===== src/rtl/rv32i_instr_encoder_if.sv =====
// Descriptor-in / machine-word-out handshake bundle for the RV32I encoder.
// The slave modport is the encoder side; the master modport is the sequencer side.
interface rv32i_instr_encoder_if;
  logic        in_valid;
  logic        in_ready;
  logic [5:0]  in_op;
  logic [4:0]  in_rd;
  logic [4:0]  in_rs1;
  logic [4:0]  in_rs2;
  logic [31:0] in_imm;
  logic        out_valid;
  logic        out_ready;
  logic [31:0] out_instr;
  logic [31:0] out_addr;

  modport master (
    output in_valid, in_op, in_rd, in_rs1, in_rs2, in_imm, out_ready,
    input  in_ready, out_valid, out_instr, out_addr
  );

  modport slave (
    input  in_valid, in_op, in_rd, in_rs1, in_rs2, in_imm, out_ready,
    output in_ready, out_valid, out_instr, out_addr
  );
endinterface


===== src/rtl/rv32i_instr_encoder.sv =====
// Turns a symbolic RV32I descriptor into its 32-bit machine word, tagged with an
// incrementing word address; illegal descriptors are consumed and counted.
module rv32i_instr_encoder #(
  parameter logic [31:0] BASE_ADDR = 32'h0000_0000,
  parameter int          ERR_CNT_W = 8
) (
  input  logic                 clk,
  input  logic                 rst_n,
  input  logic                 flush,
  rv32i_instr_encoder_if.slave bus,
  output logic                 err,
  output logic [ERR_CNT_W-1:0] err_cnt
);
  localparam logic [ERR_CNT_W-1:0] CNT_ONE = 1;

  logic                 out_valid_reg;
  logic [31:0]          out_instr_reg;
  logic [31:0]          out_addr_reg;
  logic                 err_reg;
  logic [ERR_CNT_W-1:0] err_cnt_reg;

  logic        accept;
  logic        xfer;
  logic [31:0] enc_next;
  logic        legal_next;
  logic [2:0]  funct3;
  logic [6:0]  funct7;
  logic [31:0] imm;
  logic [4:0]  rd;
  logic [4:0]  rs1;
  logic [4:0]  rs2;
  logic        i_ok;
  logic        b_ok;
  logic        j_ok;
  logic        sh_ok;
  logic        u_ok;

  assign imm = bus.in_imm;
  assign rd  = bus.in_rd;
  assign rs1 = bus.in_rs1;
  assign rs2 = bus.in_rs2;

  // Flush blocks acceptance so a descriptor offered in that cycle is dropped.
  assign bus.in_ready = !flush && (!out_valid_reg || bus.out_ready);
  assign accept       = bus.in_valid && bus.in_ready;
  assign xfer         = out_valid_reg && bus.out_ready;

  assign i_ok  = ($signed(imm) >= -32'sd2048) && ($signed(imm) <= 32'sd2047);
  assign b_ok  = !imm[0] && ($signed(imm) >= -32'sd4096) && ($signed(imm) <= 32'sd4094);
  assign j_ok  = !imm[0] && ($signed(imm) >= -32'sd1048576) && ($signed(imm) <= 32'sd1048574);
  assign sh_ok = (imm[31:5] == 27'd0);
  assign u_ok  = (imm[31:20] == 12'd0);

  always_comb begin
    funct3 = 3'b000;
    funct7 = 7'b0000000;
    case (bus.in_op)
      6'd5, 6'd11, 6'd16, 6'd24, 6'd29: funct3 = 3'b001;
      6'd12, 6'd17, 6'd19, 6'd30:       funct3 = 3'b010;
      6'd20, 6'd31:                     funct3 = 3'b011;
      6'd6, 6'd13, 6'd21, 6'd32:        funct3 = 3'b100;
      6'd7, 6'd14, 6'd25, 6'd33:        funct3 = 3'b101;
      6'd26, 6'd34: begin
        funct3 = 3'b101;
        funct7 = 7'b0100000;
      end
      6'd8, 6'd22, 6'd35:               funct3 = 3'b110;
      6'd9, 6'd23, 6'd36:               funct3 = 3'b111;
      6'd28:                            funct7 = 7'b0100000;
      default: ;
    endcase
  end

  always_comb begin
    enc_next   = 32'd0;
    legal_next = 1'b1;
    case (bus.in_op) inside
      [6'd0:6'd1]: begin
        legal_next = u_ok;
        enc_next   = {imm[19:0], rd, (bus.in_op == 6'd0) ? 7'b0110111 : 7'b0010111};
      end
      6'd2: begin
        legal_next = j_ok;
        enc_next   = {imm[20], imm[10:1], imm[11], imm[19:12], rd, 7'b1101111};
      end
      6'd3: begin
        legal_next = i_ok;
        enc_next   = {imm[11:0], rs1, 3'b000, rd, 7'b1100111};
      end
      [6'd4:6'd9]: begin
        legal_next = b_ok;
        enc_next   = {imm[12], imm[10:5], rs2, rs1, funct3, imm[4:1], imm[11], 7'b1100011};
      end
      [6'd10:6'd14]: begin
        legal_next = i_ok;
        enc_next   = {imm[11:0], rs1, funct3, rd, 7'b0000011};
      end
      [6'd15:6'd17]: begin
        legal_next = i_ok;
        enc_next   = {imm[11:5], rs2, rs1, funct3, imm[4:0], 7'b0100011};
      end
      [6'd18:6'd23]: begin
        legal_next = i_ok;
        enc_next   = {imm[11:0], rs1, funct3, rd, 7'b0010011};
      end
      [6'd24:6'd26]: begin
        legal_next = sh_ok;
        enc_next   = {funct7, imm[4:0], rs1, funct3, rd, 7'b0010011};
      end
      [6'd27:6'd36]: enc_next = {funct7, rs2, rs1, funct3, rd, 7'b0110011};
      6'd37:         enc_next = 32'h0FF0000F;
      6'd38:         enc_next = 32'h00000073;
      6'd39:         enc_next = 32'h00100073;
      default:       legal_next = 1'b0;
    endcase
  end

  always_ff @(posedge clk or negedge rst_n) begin
    if (!rst_n) begin
      out_valid_reg <= 1'b0;
      out_instr_reg <= 32'd0;
      out_addr_reg  <= BASE_ADDR;
      err_reg       <= 1'b0;
      err_cnt_reg   <= '0;
    end else if (flush) begin
      out_valid_reg <= 1'b0;
      out_addr_reg  <= BASE_ADDR;
    end else begin
      // The address tracks the word being presented, so it advances on transfer.
      if (xfer) begin
        out_addr_reg <= out_addr_reg + 32'd4;
      end
      if (accept && legal_next) begin
        out_valid_reg <= 1'b1;
        out_instr_reg <= enc_next;
      end else if (xfer) begin
        out_valid_reg <= 1'b0;
      end
      if (accept && !legal_next) begin
        err_reg <= 1'b1;
        if (err_cnt_reg != '1) begin
          err_cnt_reg <= err_cnt_reg + CNT_ONE;
        end
      end
    end
  end

  assign bus.out_valid = out_valid_reg;
  assign bus.out_instr = out_instr_reg;
  assign bus.out_addr  = out_addr_reg;
  assign err           = err_reg;
  assign err_cnt       = err_cnt_reg;
endmodule


===== src/flat_wrapper.sv =====
// flat-port wrapper written by rule: the top's interface ports become plain ports
module rv32i_instr_encoder_flat 
#(
  parameter logic [31:0] BASE_ADDR = 32'h0000_0000,
  parameter int          ERR_CNT_W = 8
)
  (clk, rst_n, flush, err, err_cnt, bus_in_valid, bus_in_op, bus_in_rd, bus_in_rs1, bus_in_rs2, bus_in_imm, bus_out_ready, bus_in_ready, bus_out_valid, bus_out_instr, bus_out_addr);
  rv32i_instr_encoder_if bus_i ();
  input  logic clk;
  input  logic rst_n;
  input  logic flush;
  output logic err;
  output logic [ERR_CNT_W-1:0] err_cnt;
  input wire logic [$bits(bus_i.in_valid)-1:0] bus_in_valid;
  input wire logic [$bits(bus_i.in_op)-1:0] bus_in_op;
  input wire logic [$bits(bus_i.in_rd)-1:0] bus_in_rd;
  input wire logic [$bits(bus_i.in_rs1)-1:0] bus_in_rs1;
  input wire logic [$bits(bus_i.in_rs2)-1:0] bus_in_rs2;
  input wire logic [$bits(bus_i.in_imm)-1:0] bus_in_imm;
  input wire logic [$bits(bus_i.out_ready)-1:0] bus_out_ready;
  output wire logic [$bits(bus_i.in_ready)-1:0] bus_in_ready;
  output wire logic [$bits(bus_i.out_valid)-1:0] bus_out_valid;
  output wire logic [$bits(bus_i.out_instr)-1:0] bus_out_instr;
  output wire logic [$bits(bus_i.out_addr)-1:0] bus_out_addr;
  assign bus_i.in_valid = bus_in_valid;
  assign bus_i.in_op = bus_in_op;
  assign bus_i.in_rd = bus_in_rd;
  assign bus_i.in_rs1 = bus_in_rs1;
  assign bus_i.in_rs2 = bus_in_rs2;
  assign bus_i.in_imm = bus_in_imm;
  assign bus_i.out_ready = bus_out_ready;
  assign bus_in_ready = bus_i.in_ready;
  assign bus_out_valid = bus_i.out_valid;
  assign bus_out_instr = bus_i.out_instr;
  assign bus_out_addr = bus_i.out_addr;
  rv32i_instr_encoder #(.BASE_ADDR(BASE_ADDR), .ERR_CNT_W(ERR_CNT_W)) u_core (.clk(clk), .rst_n(rst_n), .flush(flush), .bus(bus_i), .err(err), .err_cnt(err_cnt));
endmodule

===== config.mk =====
export PLATFORM = sky130hd
export DESIGN_NAME = rv32i_instr_encoder_flat
export DESIGN_NICKNAME = d
export VERILOG_FILES = /design/src/rtl/rv32i_instr_encoder_if.sv /design/src/rtl/rv32i_instr_encoder.sv /design/src/flat_wrapper.sv
export SDC_FILE = /design/constraint.sdc
export NUM_CORES = 1
export LEC_CHECK = 0
export BUFFER_PORTS_ARGS = -buffer_cell sky130_fd_sc_hd__buf_2
export CORE_MARGIN = 3
export CORE_UTILIZATION = 45
export CTS_BUF_LIST = sky130_fd_sc_hd__clkbuf_4
export DETAILED_ROUTE_END_ITERATION = 8
export PLACE_DENSITY = 0.71
export SLEW_MARGIN = 20
export SYNTH_ARGS = -nofsm -noshare
export SYNTH_HDL_FRONTEND = slang
export SYNTH_SLANG_ARGS = --single-unit

===== constraint.sdc =====
create_clock -name clk -period 2.65 [get_ports clk]
set_input_delay 0 -clock clk [delete_from_list [all_inputs] [get_ports clk]]
set_output_delay 0 -clock clk [all_outputs]
set_load 0.02 [all_outputs]

== After elaboration in Yosys (flattened, before gate mapping) ==
Cells that the tools add are included.

* Equality and inequality tests: 34
* Mux-type cells: 32
* Reduce and logical (&&, ||, !) cells: 38
* Bitwise gates (word level): 1
* Add/sub/neg operators: 2
* $lt $le $gt $ge: 20

{| class="wikitable"
|+ Operator list
! operator !! number
|-
| 32-bit two-way mux || 13
|-
| 6-bit by 5-bit equality test with 1-bit output (second input constant) || 14
|-
| 6-bit equality test (second input constant) || 8
|-
| 6-bit by 4-bit equality test with 1-bit output (second input constant) || 6
|-
| 32-bit by 3-bit adder with 32-bit output (second input constant) || 1
|-
| 32-bit by 12-bit >= comparator with 1-bit output (second input constant) || 1
|-
| 32-bit by 13-bit >= comparator with 1-bit output (second input constant) || 1
|-
| 32-bit by 21-bit >= comparator with 1-bit output (second input constant) || 1
|-
| 32-bit by 12-bit <= comparator with 1-bit output (second input constant) || 1
|-
| 32-bit by 13-bit <= comparator with 1-bit output (second input constant) || 1
|-
| 32-bit by 21-bit <= comparator with 1-bit output (second input constant) || 1
|-
| 27-bit logical NOT || 1
|-
| 21-bit two-way mux || 1
|-
| 3-bit case mux with 7 select lines || 1
|-
| 6-bit by 3-bit equality test with 1-bit output (second input constant) || 3
|-
| 6-bit by 5-bit >= comparator with 1-bit output (second input constant) || 3
|-
| 6-bit by 5-bit <= comparator with 1-bit output (second input constant) || 3
|-
| 1-bit logical AND || 17
|-
| 1-bit two-way mux || 15
|-
| 6-bit by 2-bit equality test with 1-bit output (second input constant) || 2
|-
| 6-bit by 4-bit >= comparator with 1-bit output (second input constant) || 2
|-
| 6-bit by 4-bit <= comparator with 1-bit output (second input constant) || 2
|-
| 12-bit logical NOT || 1
|-
| 6-bit two-way mux || 2
|-
| other kinds (19) || 26
|}

* Register bits after elaboration: 74
* Output and inout bits: 75

== Longest topological paths before layout ==
Gate-level depths: netlist of the first run.

* Depth in word-level cells: 16
* Gate-level depth with buffers: 10
* Depth with buffers taken out: 8

== Least setup slack after synthesis of the first run ==
OpenSTA, ideal clock, no wires.

* Kind: reg2reg
* Start: register u_core.out_addr_reg[2] (netlist: u_core.bus.out_addr[2])
* End: register u_core.out_addr_reg[28] (netlist: u_core.bus.out_addr[28])
* Setup slack: 0.399 ns
* Required time: 2.518 ns
* Buffers on the path: 1
* Cell stages (with the launch flop): 10
* Arrival: 2.119 ns
* Cell sequence: dfrtp_1 > ha_1 > nand2_1 > nor4b_1 > and3_1 > clkbuf_1 > and3_1 > nand3_1 > xor2_1 > nor2_1

* Cells in the longest elaborated chain, start to end: 3

{| class="wikitable"
|+ RTL lines
! what !! RTL line !! source
|-
| from (decl) || rv32i_instr_encoder.sv:18 || <nowiki>logic [31:0] out_addr_reg;</nowiki>
|-
| from (signal assigned) || rv32i_instr_encoder.sv:131 || <nowiki>out_addr_reg <= out_addr_reg + 32'd4;</nowiki>
|-
| 32-bit by 3-bit adder with 32-bit output || rv32i_instr_encoder.sv:131 ||
|-
| 32-bit two-way mux || rv32i_instr_encoder.sv:130 || <nowiki>if (xfer) begin</nowiki>
|-
| 32-bit two-way mux || rv32i_instr_encoder.sv:125 || <nowiki>end else if (flush) begin</nowiki>
|}

No other way between the ends. The select of a mux whose other input is x is not followed.
A chain may end at the register's enable or synchronous reset.

== Worst setup path after layout of the first run ==
* Start: input port bus_in_imm[20]
* End: register u_core.out_instr_reg[21] (netlist: u_core.bus.out_instr[21])

* Cells in the longest elaborated chain, start to end: 11

{| class="wikitable"
|+ RTL lines
! what !! RTL line !! source
|-
| from (decl) || flat_wrapper.sv:19 || <nowiki>input wire logic [$bits(bus_i.in_imm)-1:0] bus_in_imm;</nowiki>
|-
| 32-bit by 12-bit >= comparator with 1-bit output (tied with other cells) || rv32i_instr_encoder.sv:48 || <nowiki>assign i_ok = ($signed(imm) >= -32'sd2048) && ($signed(imm) <= 32'sd2047);</nowiki>
|-
| 1-bit logical AND or 1-bit two-way mux (tied branches) || rv32i_instr_encoder.sv:48, rv32i_instr_encoder.sv:77 ||
|-
| 1-bit two-way mux (6 in a row) || rv32i_instr_encoder.sv:77 || <nowiki>case (bus.in_op) inside</nowiki>
|-
| 1-bit two-way mux (*) || rv32i_instr_encoder.sv:77 ||
|-
| 1-bit logical AND (*) || rv32i_instr_encoder.sv:133 || <nowiki>if (accept && legal_next) begin</nowiki>
|-
| 2-bit AND reduction (no line) (*) || n/a ||
|-
| to (signal assigned) || rv32i_instr_encoder.sv:135 || <nowiki>out_instr_reg <= enc_next;</nowiki>
|-
| to (decl) || rv32i_instr_encoder.sv:17 || <nowiki>logic [31:0] out_instr_reg;</nowiki>
|}

Mark *: on every way between the ends. The rest lies on a longest branch, timed or not.

==> summary.md, run 1 <==
| Metric | Value |
|---|---|
| Routed vias/inst | `5.80` |
| Primary FF master, synth | `dfrtp_1` |
| Crit path max fanout | `27` |
| Initial antenna violation count | `0` |
| CTS tree | `done` |
| DRT iter0 DRCs | `599` |
| Initial Utilization | `0.464` |
| Final setup fails | `0` |
| Pre-CTS WS | `0.199 ns` |
| Hold EP | `u_core.bus.out_instr[25]$_DFFE_PN0P_` |
| Start point of the worst hold path | `bus_in_imm[5]` |
| Number of global-route vias before repair | `4,248` |
| Syn. warnings | `0` |
| Asr flop ratio synth | `1.00` |
| Worst hold slack | `0.0381 ns` |
| Fmax | `400 MHz` |
| Synth Area in Compound Gates | `0.178` |
| Remaining global-route overflow | `0` |
| Wire length of the first global-routing pass | `22.7 mm` |
| Total GRT Usage | `0.252` |
| Clk sinks | `71` |
| Final Skew | `0.0259 ns` |
| Router iterations before antenna repair | `8` |
| Design Area, Final | `0.00587 mm^2` |
| Worst EP required | `2.96 ns` |
| Worst Setup Slack, final | `0.150 ns` |
| Die W | `107 um` |
| Mapped cell area | `0.00456 mm^2` |
| Final hold violation count | `0` |
| # H-tree levels | `3` |
| Largest net degree at the start of global routing | `38` |
| Post-Synth XOR/XNOR Area | `0.0711` |
| Routed WL | `14.1 mm` |
| Distinct cells, synth | `63` |
| Simple-Gate Fraction of Synth Area | `0.209` |
| Clock buffer depth | `2` |
| Placed cell count | `749` |
| Input/output buffers | `130` |
| CP cell instances | `dlygate4sd3_1 -> buf_2 -> nor4_1 -> nand3_1 -> nor4_4 -> o21ai_1 -> a221oi_4 -> o211a_1 -> buf_12 -> mux2_4` |
| Final Cycle Share | `0.943` |
| DR vias | `4,609` |
| PwrDens | `573 mW/mm^2` |
| Worst path max stage delay | `0.53 ns` |
| Syn Area/Cell | `9.19 um^2` |
| CP Capture Type | `flip-flop` |
| Max_slew headroom | `0.455` |
| Reg2reg path depth | `6` |
| Drt wl/cell | `17.7 um` |
| Later-pin clock latency in the skew report | `0.44 ns` |
| Maxcap violations | `0` |
| Number of inserted diodes | `0` |
| Die Height | `107 um` |
| Layout cells sized above 1 | `0.293` |
| RR Endpoint | `u_core.bus.out_addr[31]$_DFFE_PN0N_` |
| Final cell count without fillers | `794` |
| I/O pin count | `133` |
| Critical Path Start Type | `input pin` |
| Main combinational cell family by area after synthesis | `simple AND/OR/NAND/NOR gates` |
| Worst hold path depth | `3` |
| Seq cells post-synth | `71` |
| Worst Path Arrival | `2.81 ns` |
| Max reg flops | `31` |
| Nets | `716` |
| Crit Path Class | `input pin to flip-flop` |
| R2R Path Start | `u_core.bus.out_valid$_DFFE_PN0P_` |
| Cells after synthesis | `496` |
| Post CTS Setup Buffer Count | `0` |
| Post-synthesis mux area share | `0.0919` |
| Leak Pwr | `0.00281 uW` |
| Slowest stage cell, crit path | `dlygate4sd3_1` |
| DP Area | `0.00538 mm^2` |
| Final TNS setup | `0 ns` |
| DR DRC count | `0` |
| Worst slew pin tran | `0.818 ns` |
| Hpwl dp | `10.6 mm` |
| Gp weighted congestion | `0.979` |
| FF-to-FF setup slack | `0.39 ns` |
| Post-synth EDFFs | `0` |
| Crit path time final | `2.50 ns` |
| Final antenna-violating net count | `0` |
| Core Footprint | `0.00982 mm^2` |
| Status | `finished clean` |
| Worst vdd ir | `0.000292 V` |
| CTS buffer count | `9` |
| Synth Area in Adders | `0.00549` |
| FP Rows | `36` |
| Sequential element share of the synthesized area | `0.390` |
| Final Max Slew Viols | `0` |
| Die ar. | `0.0114 mm^2` |
| Worst Hold Class | `input pin to flip-flop` |
| Reg clk slew, reported paths | `0.11 ns` |
| Area growth from synthesis to layout | `28.6%` |
| Root Buffer | `clkbuf_4` |
per-stage QoR:
stage           util  power, uW
6_report       0.597       3360
5_1_grt        0.597       3530
4_1_cts        0.596       3370
3_5_place_dp   0.548       2450
3_3_place_gp   0.548       2430
2_1_floorplan      -       2040
how the worst max path moves through the flow:
stage / slack [ns] / endpoint / from
floorplan: 0.40 / u_core.bus.out_addr[28]$_DFFE_PN0N_ / u_core.bus.out_addr[2]$_DFFE_PN0N_
global placement: 0.35 / u_core.bus.out_instr[9]$_DFFE_PN0P_ / bus_in_imm[14]
detailed placement: 0.20 / u_core.bus.out_instr[8]$_DFFE_PN0P_ / bus_in_imm[26]
CTS: 0.19 / u_core.bus.out_instr[21]$_DFFE_PN0P_ / bus_in_imm[20]
global route: -0.006 / u_core.bus.out_instr[11]$_DFFE_PN0P_ / bus_in_imm[20]
finish: 0.15 / u_core.bus.out_instr[21]$_DFFE_PN0P_ / bus_in_imm[20]
cell usage in the layout, fill, tap and decap left out, drive strengths merged, types with 10 or more instances in the layout:
cell type / n
nand2: 42
dlygate4sd3: 29
mux2i: 10
nor2: 55
inv: 16
buf: 151
dfrtp: 71
a21oi: 21
nor4: 12
xor2: 30
nand3: 18
o21ai: 28
mux2: 22
and3: 12
nand4: 14
cell usage after synthesis, types with 7 or more instances:
master    instances  share of area
nand2_1          42          0.035
clkbuf_1         18          0.015
mux2i_1          10          0.022
mux2_4           19          0.063
nand4_1          14          0.019
nand3_1          18          0.020
a21oi_1          21          0.023
nand2b_1          7         0.0096
a22o_1            9          0.017
xnor2_1           7          0.013
dfrtp_1          71           0.39
and3_1           12          0.016
nor2b_1           7         0.0096
nor3_1            9         0.0099
a222oi_1          7          0.015
nor2_1           54          0.044
inv_1            15          0.012
nor4_1           11          0.015
xor2_1           30          0.058
o21ai_0          27          0.030
logic make-up after synthesis:
logic type / count (synthesis)
adder cells (fa/ha/maj): 2
AO/OA/AOI/OAI: 114
flip-flops: 71
multiplexers: 32
other: 1
AND/OR/NAND/NOR: 190
buffers and inverters: 49
XOR/XNOR: 37
final cells by class:
cell class                 instances  area [um^2]
clock buffer                       9         67.6
clock inverter                     7          119
fill                             915         3950
inverter                          17         63.8
multi-input combinational        377         2550
sequential                        71         1780
tap                              133          166
timing repair buffer             180         1120
report_power, final:
| part | leakage [uW] | internal [uW] | total [uW] | switching [uW] |
|---|---|---|---|---|
| logic | 0.00178 | 450 | 1070 | 622 |
| registers | 0.000934 | 1260 | 1400 | 138 |
| clock network | 0.0000942 | 479 | 892 | 413 |
| total | 0.00281 | 2190 | 3360 | 1170 |
routing by layer:
layer / vias to the layer above / global-route usage / part of all wire
met4: 0 / 0.103 / 0.028
li1: 2141 / - / -
met5: - / 0 / 0
met2: 272 / 0.374 / 0.45
met3: 30 / 0.0464 / 0.091
met1: 2166 / 0.363 / 0.43
worst max-delay path, delay by kind of cell:
kind	cells	cell delay (ns)
buf+inv	3	0.89
compound gates	3	0.73
mux	1	0.31
simple gates	3	0.84
timing repair:
| action | 4_1_cts | 5_1_grt |
|---|---|---|
| hold endpoints to repair | 58 | 0 |
| endpoints found under the setup margin | 0 | 1 |
| gates resized for setup | 0 | 1 |
| hold buffers | 29 | 0 |
Note: power is estimated with default switching activity, not from simulation.
==> run 2: changes to the inputs <==
- GPL_TIMING_DRIVEN: not set -> 0
==> run 2 against run 1 <==
Setup slack gained 0.027 ns. First-iteration DRC count is 34% lower. Clock power fell by 21%. Hold slack got worse by 0.022 ns. Utilization decreased by 0.87 points. Register-to-register slack got worse by 0.14 ns. Sequential power about the same. Via count up 0.80%. Die area stayed put. Flip-flop and latch count stayed put. Largest cell class unchanged.
==> summary.md, run 2 (synthesis results as in run 1) <==
| Metric | Value |
|---|---|
| Critical Path Start Type | `input pin` |
| Final Max Slew Viols | `0 (unchanged)` |
| Later-pin clock latency in the skew report | `0.43 ns (about the same)` |
| Worst Setup SP | `bus_in_op[2]` |
| Placed cell count | `756 (+0.93%)` |
| Initial antenna violation count | `0 (unchanged)` |
| Max reg flops | `31 (unchanged)` |
| RSZ-0062 raised after global routing | `false` |
| Final cell count without fillers | `798 (+0.50%)` |
| Number of global-route vias before repair | `4,493 (+5.8%)` |
| Crit Path Class | `input pin to flip-flop` |
| Crit path max fanout | `10 (-63%)` |
| Worst Path Arrival | `2.79 ns (-0.02 ns)` |
| Final Cycle Share | `0.933 (-0.0101)` |
| Crit path time final | `2.47 ns (-0.0269 ns)` |
| Crit path buffers/inverters | `2 (-1)` |
| CTS tree | `done` |
| Gp weighted congestion | `0.955 (-2.4%)` |
| PwrDens | `549 mW/mm^2 (-4.1%)` |
| Final hold violation count | `0 (unchanged)` |
| Final setup fails | `0 (unchanged)` |
| Router iterations before antenna repair | `8 (unchanged)` |
| I/O pin count | `133 (unchanged)` |
| Maxcap violations | `0 (unchanged)` |
| Worst EP required | `2.97 ns (about the same)` |
| Die Height | `107 um (unchanged)` |
| Die W | `107 um (unchanged)` |
| Max_slew headroom | `0.384 (-0.0701)` |
| Slowest stage cell, crit path | `nor4_1` |
| Leak Pwr | `0.00274 uW (-2.6%)` |
| DR DRC count | `0 (unchanged)` |
| Input/output buffers | `125 (-3.8%)` |
| Most common cell after layout, fill and taps aside | `buf_2` |
| Status | `finished clean` |
| R2R Path Start | `u_core.bus.out_valid$_DFFE_PN0P_` |
| Fmax | `404 MHz (+1.1%)` |
| Final Skew | `0.0340 ns (+0.00811 ns)` |
| Total GRT Usage | `0.273 (+0.0204)` |
| Clk sinks | `71 (unchanged)` |
| Clock buffer depth | `2 (unchanged)` |
| Remaining global-route overflow | `0 (unchanged)` |
| Final antenna-violating net count | `0 (unchanged)` |
| Nets | `719 (+0.42%)` |
| CP cell instances | `buf_2 -> clkbuf_1 -> nor4_1 -> nand2_1 -> nand2_1 -> o2bb2ai_1 -> nand2_1 -> nor3b_1 -> mux2_2` |
| Worst slew pin tran | `0.915 ns (+0.0966 ns)` |
| Layout cells sized above 1 | `0.274 (-0.0194)` |
| Hpwl dp | `11.7 mm (+9.5%)` |
| Area growth from synthesis to layout | `26.8%` |
| Initial Utilization | `0.464 (unchanged)` |
| Routed vias/inst | `5.82 (+0.30%)` |
| Commonest non-fill, non-tap cells in the layout | `buf_2 (127), dfrtp_1 (71), nor2_1 (54)` |
| CTS buffer count | `9 (unchanged)` |
| # H-tree levels | `3 (unchanged)` |
| Routed WL | `15.3 mm (+8.6%)` |
| Wire length of the first global-routing pass | `24.2 mm (+6.8%)` |
| DR vias | `4,646 (+0.80%)` |
| Root Buffer | `clkbuf_4` |
| Worst Hold Class | `input pin to async pin` |
| DRT iter0 DRCs | `398 (-34%)` |
| Largest net degree at the start of global routing | `41 (+7.9%)` |
| Die ar. | `0.0114 mm^2 (unchanged)` |
| CP most frequent cell | `nand2_1` |
| FP Rows | `36 (unchanged)` |
| Worst vdd ir | `0.000461 V (+58%)` |
| Reg clk slew, reported paths | `0.14 ns (+0.03 ns)` |
| Worst hold slack | `0.0160 ns (-0.0221 ns)` |
| Core Footprint | `0.00982 mm^2 (unchanged)` |
| CP Capture Type | `flip-flop` |
| Worst path top cell family by delay | `simple AND/OR/NAND/NOR gates` |
| Worst path max stage delay | `0.84 ns (+0.31 ns)` |
| Drt wl/cell | `19.1 um (+8.1%)` |
[run 2: changes by cell type in the layout (fill, tap and decap cells not counted), sizes merged]
| cell | change |
|---|---|
| clkinvlp | -1 |
| clkinv | +3 |
| diode | +1 |
| clkbuf | +20 |
| dlygate4sd3 | -5 |
| inv | -1 |
| bufinv | -2 |
| buf | -11 |
[run 2: worst reg2reg max path, cell delays in order, from the launching register on]
cell and delay, ns:
dfrtp_1 0.48, a21oi_1 0.19, nor4b_4 0.43, and3_1 0.20, clkbuf_1 0.24, nand4_1 0.25
or3_1 0.40, a21oi_1 0.15
[run 2: where the power goes]
| group | switching, uW | internal (uW) | total, uW | leakage [uW] |
|---|---|---|---|---|
| Sequential | 132 | 1260 | 1390 | 0.000934 |
| Clock | 410 | 296 | 705 | 0.0000778 |
| Combinational | 639 | 442 | 1080 | 0.00172 |
| Total | 1180 | 1990 | 3170 | 0.00274 |
[run 2: through the flow]
stage	setup slack [ns]	util	instance area, um^2	power [uW]	TNS (ns)
after floorplan	0.399	-	4560	2040	0
after global placement	-0.217	0.545	5360	2430	-0.417
after detailed placement	-0.162	0.548	5380	2450	-0.628
after CTS	0.0434	0.586	5750	3180	0
after global routing	0.00453	0.588	5780	3340	0
final	0.177	0.589	5780	3170	0
[run 2: final cells by class]
| type | count | area, um^2 |
|---|---|---|
| clock buffer | 10 | 75.1 |
| sequential | 71 | 1780 |
| tap | 133 | 166 |
| multi-input combinational | 377 | 2550 |
| fill | 903 | 4040 |
| antenna | 1 | 2.50 |
| inverter | 17 | 63.8 |
| buffer | 32 | 184 |
| clock inverter | 6 | 61.3 |
| timing repair buffer | 151 | 896 |
[run 2: metal layers]
metal	vias to the layer above	wire length, um	track usage	part of all wire
met1	2211	6560	0.393	0.43
met4	0	459	0.0868	0.030
li1	2145	-	-	-
met3	39	1450	0.0608	0.095
met5	-	0	0	0
met2	251	6800	0.408	0.45
[run 2: worst paths after layout]
| kind | end | slack (ns) | depth (start not counted) |
|---|---|---|---|
| max in group asynchronous | u_core.bus.out_instr[27]$_DFFE_PN0P_ | 2.06 | 3 |
| worst max register to register | u_core.bus.out_addr[31]$_DFFE_PN0N_ | 0.25 | 7 |
| worst min-delay path | u_core.bus.out_addr[18]$_DFFE_PN0N_ | 0.02 | 2 |
| worst min register to register | u_core.err$_DFFE_PN0P_ | 0.49 | 1 |
| worst max-delay path | u_core.err_cnt[1]$_DFFE_PN0P_ | 0.18 | 9 |
| min in group clk | u_core.bus.out_instr[28]$_DFFE_PN0P_ | 0.02 | 3 |
[run 2: repair_timing]
action,4_1_cts,5_1_grt
setup buffers,0,1
endpoints found under the hold margin,88,0
endpoints found under the setup margin,0,25
resized for setup,0,3
hold buffers,24,0
==> run 3: changes to the inputs <==
- CORE_UTILIZATION: 45 -> 54
- PLACE_DENSITY: 0.71 -> 0.83
- TNS_END_PERCENT: not set -> 5
==> run 3 against run 2 <==
The flow now finishes with violations (design-rule violations). Critical path type unchanged. Fmax shrank 5.0%. Largest power group unchanged. Clock-buffer cell count shrank 1. First-iteration DRC count grew 64%. Sequential power is essentially flat. Clock power grew 38%. Sequential share of layout area shrank 0.71 points. Highest routed layer unchanged. Global-route usage grew 6.5 points. Largest cell class unchanged.
==> summary.md, run 3 (synthesis results as in run 1) <==
| Metric | Value |
|---|---|
| Status | `complete, but fails checks` |
| Violated checks | `design-rule violations` |
| Fmax | `384 MHz (-5.0%)` |
| Uppermost routed layer | `met4` |
| Worst path max stage delay | `0.54 ns (-0.30 ns)` |
| Reg clk slew, reported paths | `0.14 ns (about the same)` |
| RSZ-0062 raised after global routing | `true` |
| Commonest non-fill, non-tap cells in the layout | `buf_2 (127), dfrtp_1 (71), nor2_1 (54)` |
| Final Cycle Share | `0.982 (+0.0491)` |
| Met3 WL | `1.61 mm (+11%)` |
| Max_slew headroom | `0.394 (+0.00991)` |
| Die W | `97.9 um (-8.2%)` |
| CP cell instances | `dlygate4sd3_1 -> buf_2 -> or4_1 -> nor4_2 -> o21ai_1 -> a221oi_4 -> o211a_1 -> buf_6 -> buf_12 -> mux2_4` |
| Total GRT Usage | `0.338 (+0.0653)` |
| # H-tree levels | `3 (unchanged)` |
| Clk sinks | `71 (unchanged)` |
| DRT met1 WL | `6.26 mm (-4.6%)` |
| Drt wl/cell | `21.0 um (+9.9%)` |
| Worst slew pin tran | `0.900 ns (-0.0147 ns)` |
| Initial antenna violation count | `1 (+1)` |
| Slowest stage cell, crit path | `a221oi_4` |
| Final antenna-violating net count | `0 (unchanged)` |
| I/O pin count | `133 (unchanged)` |
| Final setup fails | `0 (unchanged)` |
| Final Max Slew Viols | `0 (unchanged)` |
| Worst Setup Slack, final | `0.0472 ns (-0.130 ns)` |
| Crit path time final | `2.60 ns (+0.130 ns)` |
| Hpwl dp | `11.3 mm (-3.1%)` |
| Worst Path Arrival | `2.95 ns (+0.16 ns)` |
| Die ar. | `0.00958 mm^2 (-16%)` |
| Crit path max fanout | `10 (unchanged)` |
| DRT iter0 DRCs | `651 (+64%)` |
| Gp weighted congestion | `1.01 (+5.5%)` |
| Largest net degree at the start of global routing | `60 (+46%)` |
| Final hold violation count | `0 (unchanged)` |
| Final Skew | `0.0347 ns (+0.000753 ns)` |
| Post CTS Setup Buffer Count | `0 (unchanged)` |
| Initial Utilization | `0.572 (+0.108)` |
| Maxcap violations | `0 (unchanged)` |
| DR DRC count | `5 (+5)` |
| FP Rows | `32 (-11%)` |
| Number of global-route vias before repair | `4,800 (+6.8%)` |
| Nets | `729 (+1.4%)` |
| CP Capture Type | `flip-flop` |
| Fin util | `0.743 (+0.154)` |
| Crit path buffers/inverters | `4 (+2)` |
| Routed WL | `16.3 mm (+7.0%)` |
| PwrDens | `591 mW/mm^2 (+7.7%)` |
| Critical Path Start Type | `input pin` |
| Root Buffer | `clkbuf_4` |
| Worst hold slack | `0.0233 ns (+0.00725 ns)` |
| Router iterations before antenna repair | `9 (+1)` |
| Routed vias/inst | `6.30 (+8.3%)` |
| Layout cells sized above 1 | `0.272 (-0.00258)` |
| Input/output buffers | `125 (unchanged)` |
| Max reg flops | `31 (unchanged)` |
| DR WL met2 | `7.75 mm (+14%)` |
| Worst vdd ir | `0.000376 V (-18%)` |
| Later-pin clock latency in the skew report | `0.47 ns (+0.04 ns)` |
| Worst Hold Class | `input pin to flip-flop` |
| Worst EP required | `2.99 ns (+0.02 ns)` |
| Leak Pwr | `0.00281 uW (+2.8%)` |
| CTS tree | `done` |
| Wire length of the first global-routing pass | `25.9 mm (+7.0%)` |
| Core Footprint | `0.00797 mm^2 (-19%)` |
| DR vias | `4,897 (+5.4%)` |
| Worst path top cell family by delay | `buffers and inverters` |
| Final TNS setup | `0 ns (unchanged)` |
| Area growth from synthesis to layout | `29.8%` |
| Crit Path Class | `input pin to flip-flop` |
| Most common cell after layout, fill and taps aside | `buf_2` |
| Remaining global-route overflow | `0 (unchanged)` |
| Clock buffer depth | `2 (unchanged)` |
| Pre-CTS WS | `-0.174 ns (-0.0123 ns)` |
| CTS buffer count | `9 (unchanged)` |
| Die Height | `97.9 um (-8.2%)` |
==> run 3: cell count changes in the layout (fill, tap and decap cells not counted), moves of 2 or more <==
cell and delta:
bufinv_16 +2, clkinv_2 -2, inv_6 +2, dlygate4sd3_1 +11
==> run 3: final cells by class <==
class                      count  area [um^2]
multi-input combinational    377         2560
fill                         566         2050
sequential                    71         1780
timing repair buffer         161         1010
buffer                        32          184
clock inverter                 7          128
tap                          102          128
clock buffer                   9         67.6
inverter                      17         63.8
antenna                        1         2.50
==> run 3: power breakdown <==
part | internal, uW | total, uW | leakage, uW | switching [uW]
Clock | 492 | 971 | 0.000103 | 479
Combinational | 457 | 1120 | 0.00178 | 664
Sequential | 1260 | 1410 | 0.000934 | 151
Total | 2210 | 3500 | 0.00281 | 1290
==> run 3: per-layer routing <==
layer	vias to the layer above	GRT usage
li1	2160	-
met1	2294	0.437
met2	360	0.552
met3	83	0.0629
met4	0	0.151
met5	-	0
==> run 3: path summary, 6_finish.rpt <==
kind | startpoint | endpoint | slack (ns) | cells after the start
max | bus_in_imm[15] | u_core.bus.out_instr[20]$_DFFE_PN0P_ | 0.05 | 10
min | bus_in_imm[10] | u_core.bus.out_instr[30]$_DFFE_PN0P_ | 0.02 | 4
max reg2reg | u_core.bus.out_valid$_DFFE_PN0P_ | u_core.bus.out_addr[31]$_DFFE_PN0N_ | 0.16 | 7
min reg2reg | u_core.err$_DFFE_PN0P_ | u_core.err$_DFFE_PN0P_ | 0.50 | 1
max in group asynchronous | rst_n | u_core.bus.out_instr[21]$_DFFE_PN0P_ | 1.54 | 3
min in group asynchronous | rst_n | u_core.bus.out_addr[5]$_DFFE_PN0N_ | 0.06 | 3
==> run 3: timing repair <==
item	CTS	global route
setup endpoints to repair	1	18
endpoints found under the hold margin	94	0
resized for setup	1	4
hold buffers	35	0
pin swaps	0	2
==> run 3: metrics by stage <==
step,total power [uW],instances,cell area [um^2]
6_report,3500,777,5920
5_1_grt,3620,777,5920
4_1_cts,3460,776,5900
3_5_place_dp,2450,725,5350
3_3_place_gp,2420,724,5320
2_1_floorplan,2040,497,4560
==> run 3: worst min-delay path: stages <==
cell and delay [ns]:
buf_2 0.12, a22oi_1 0.07, o21ai_0 0.10, mux2_4 0.16
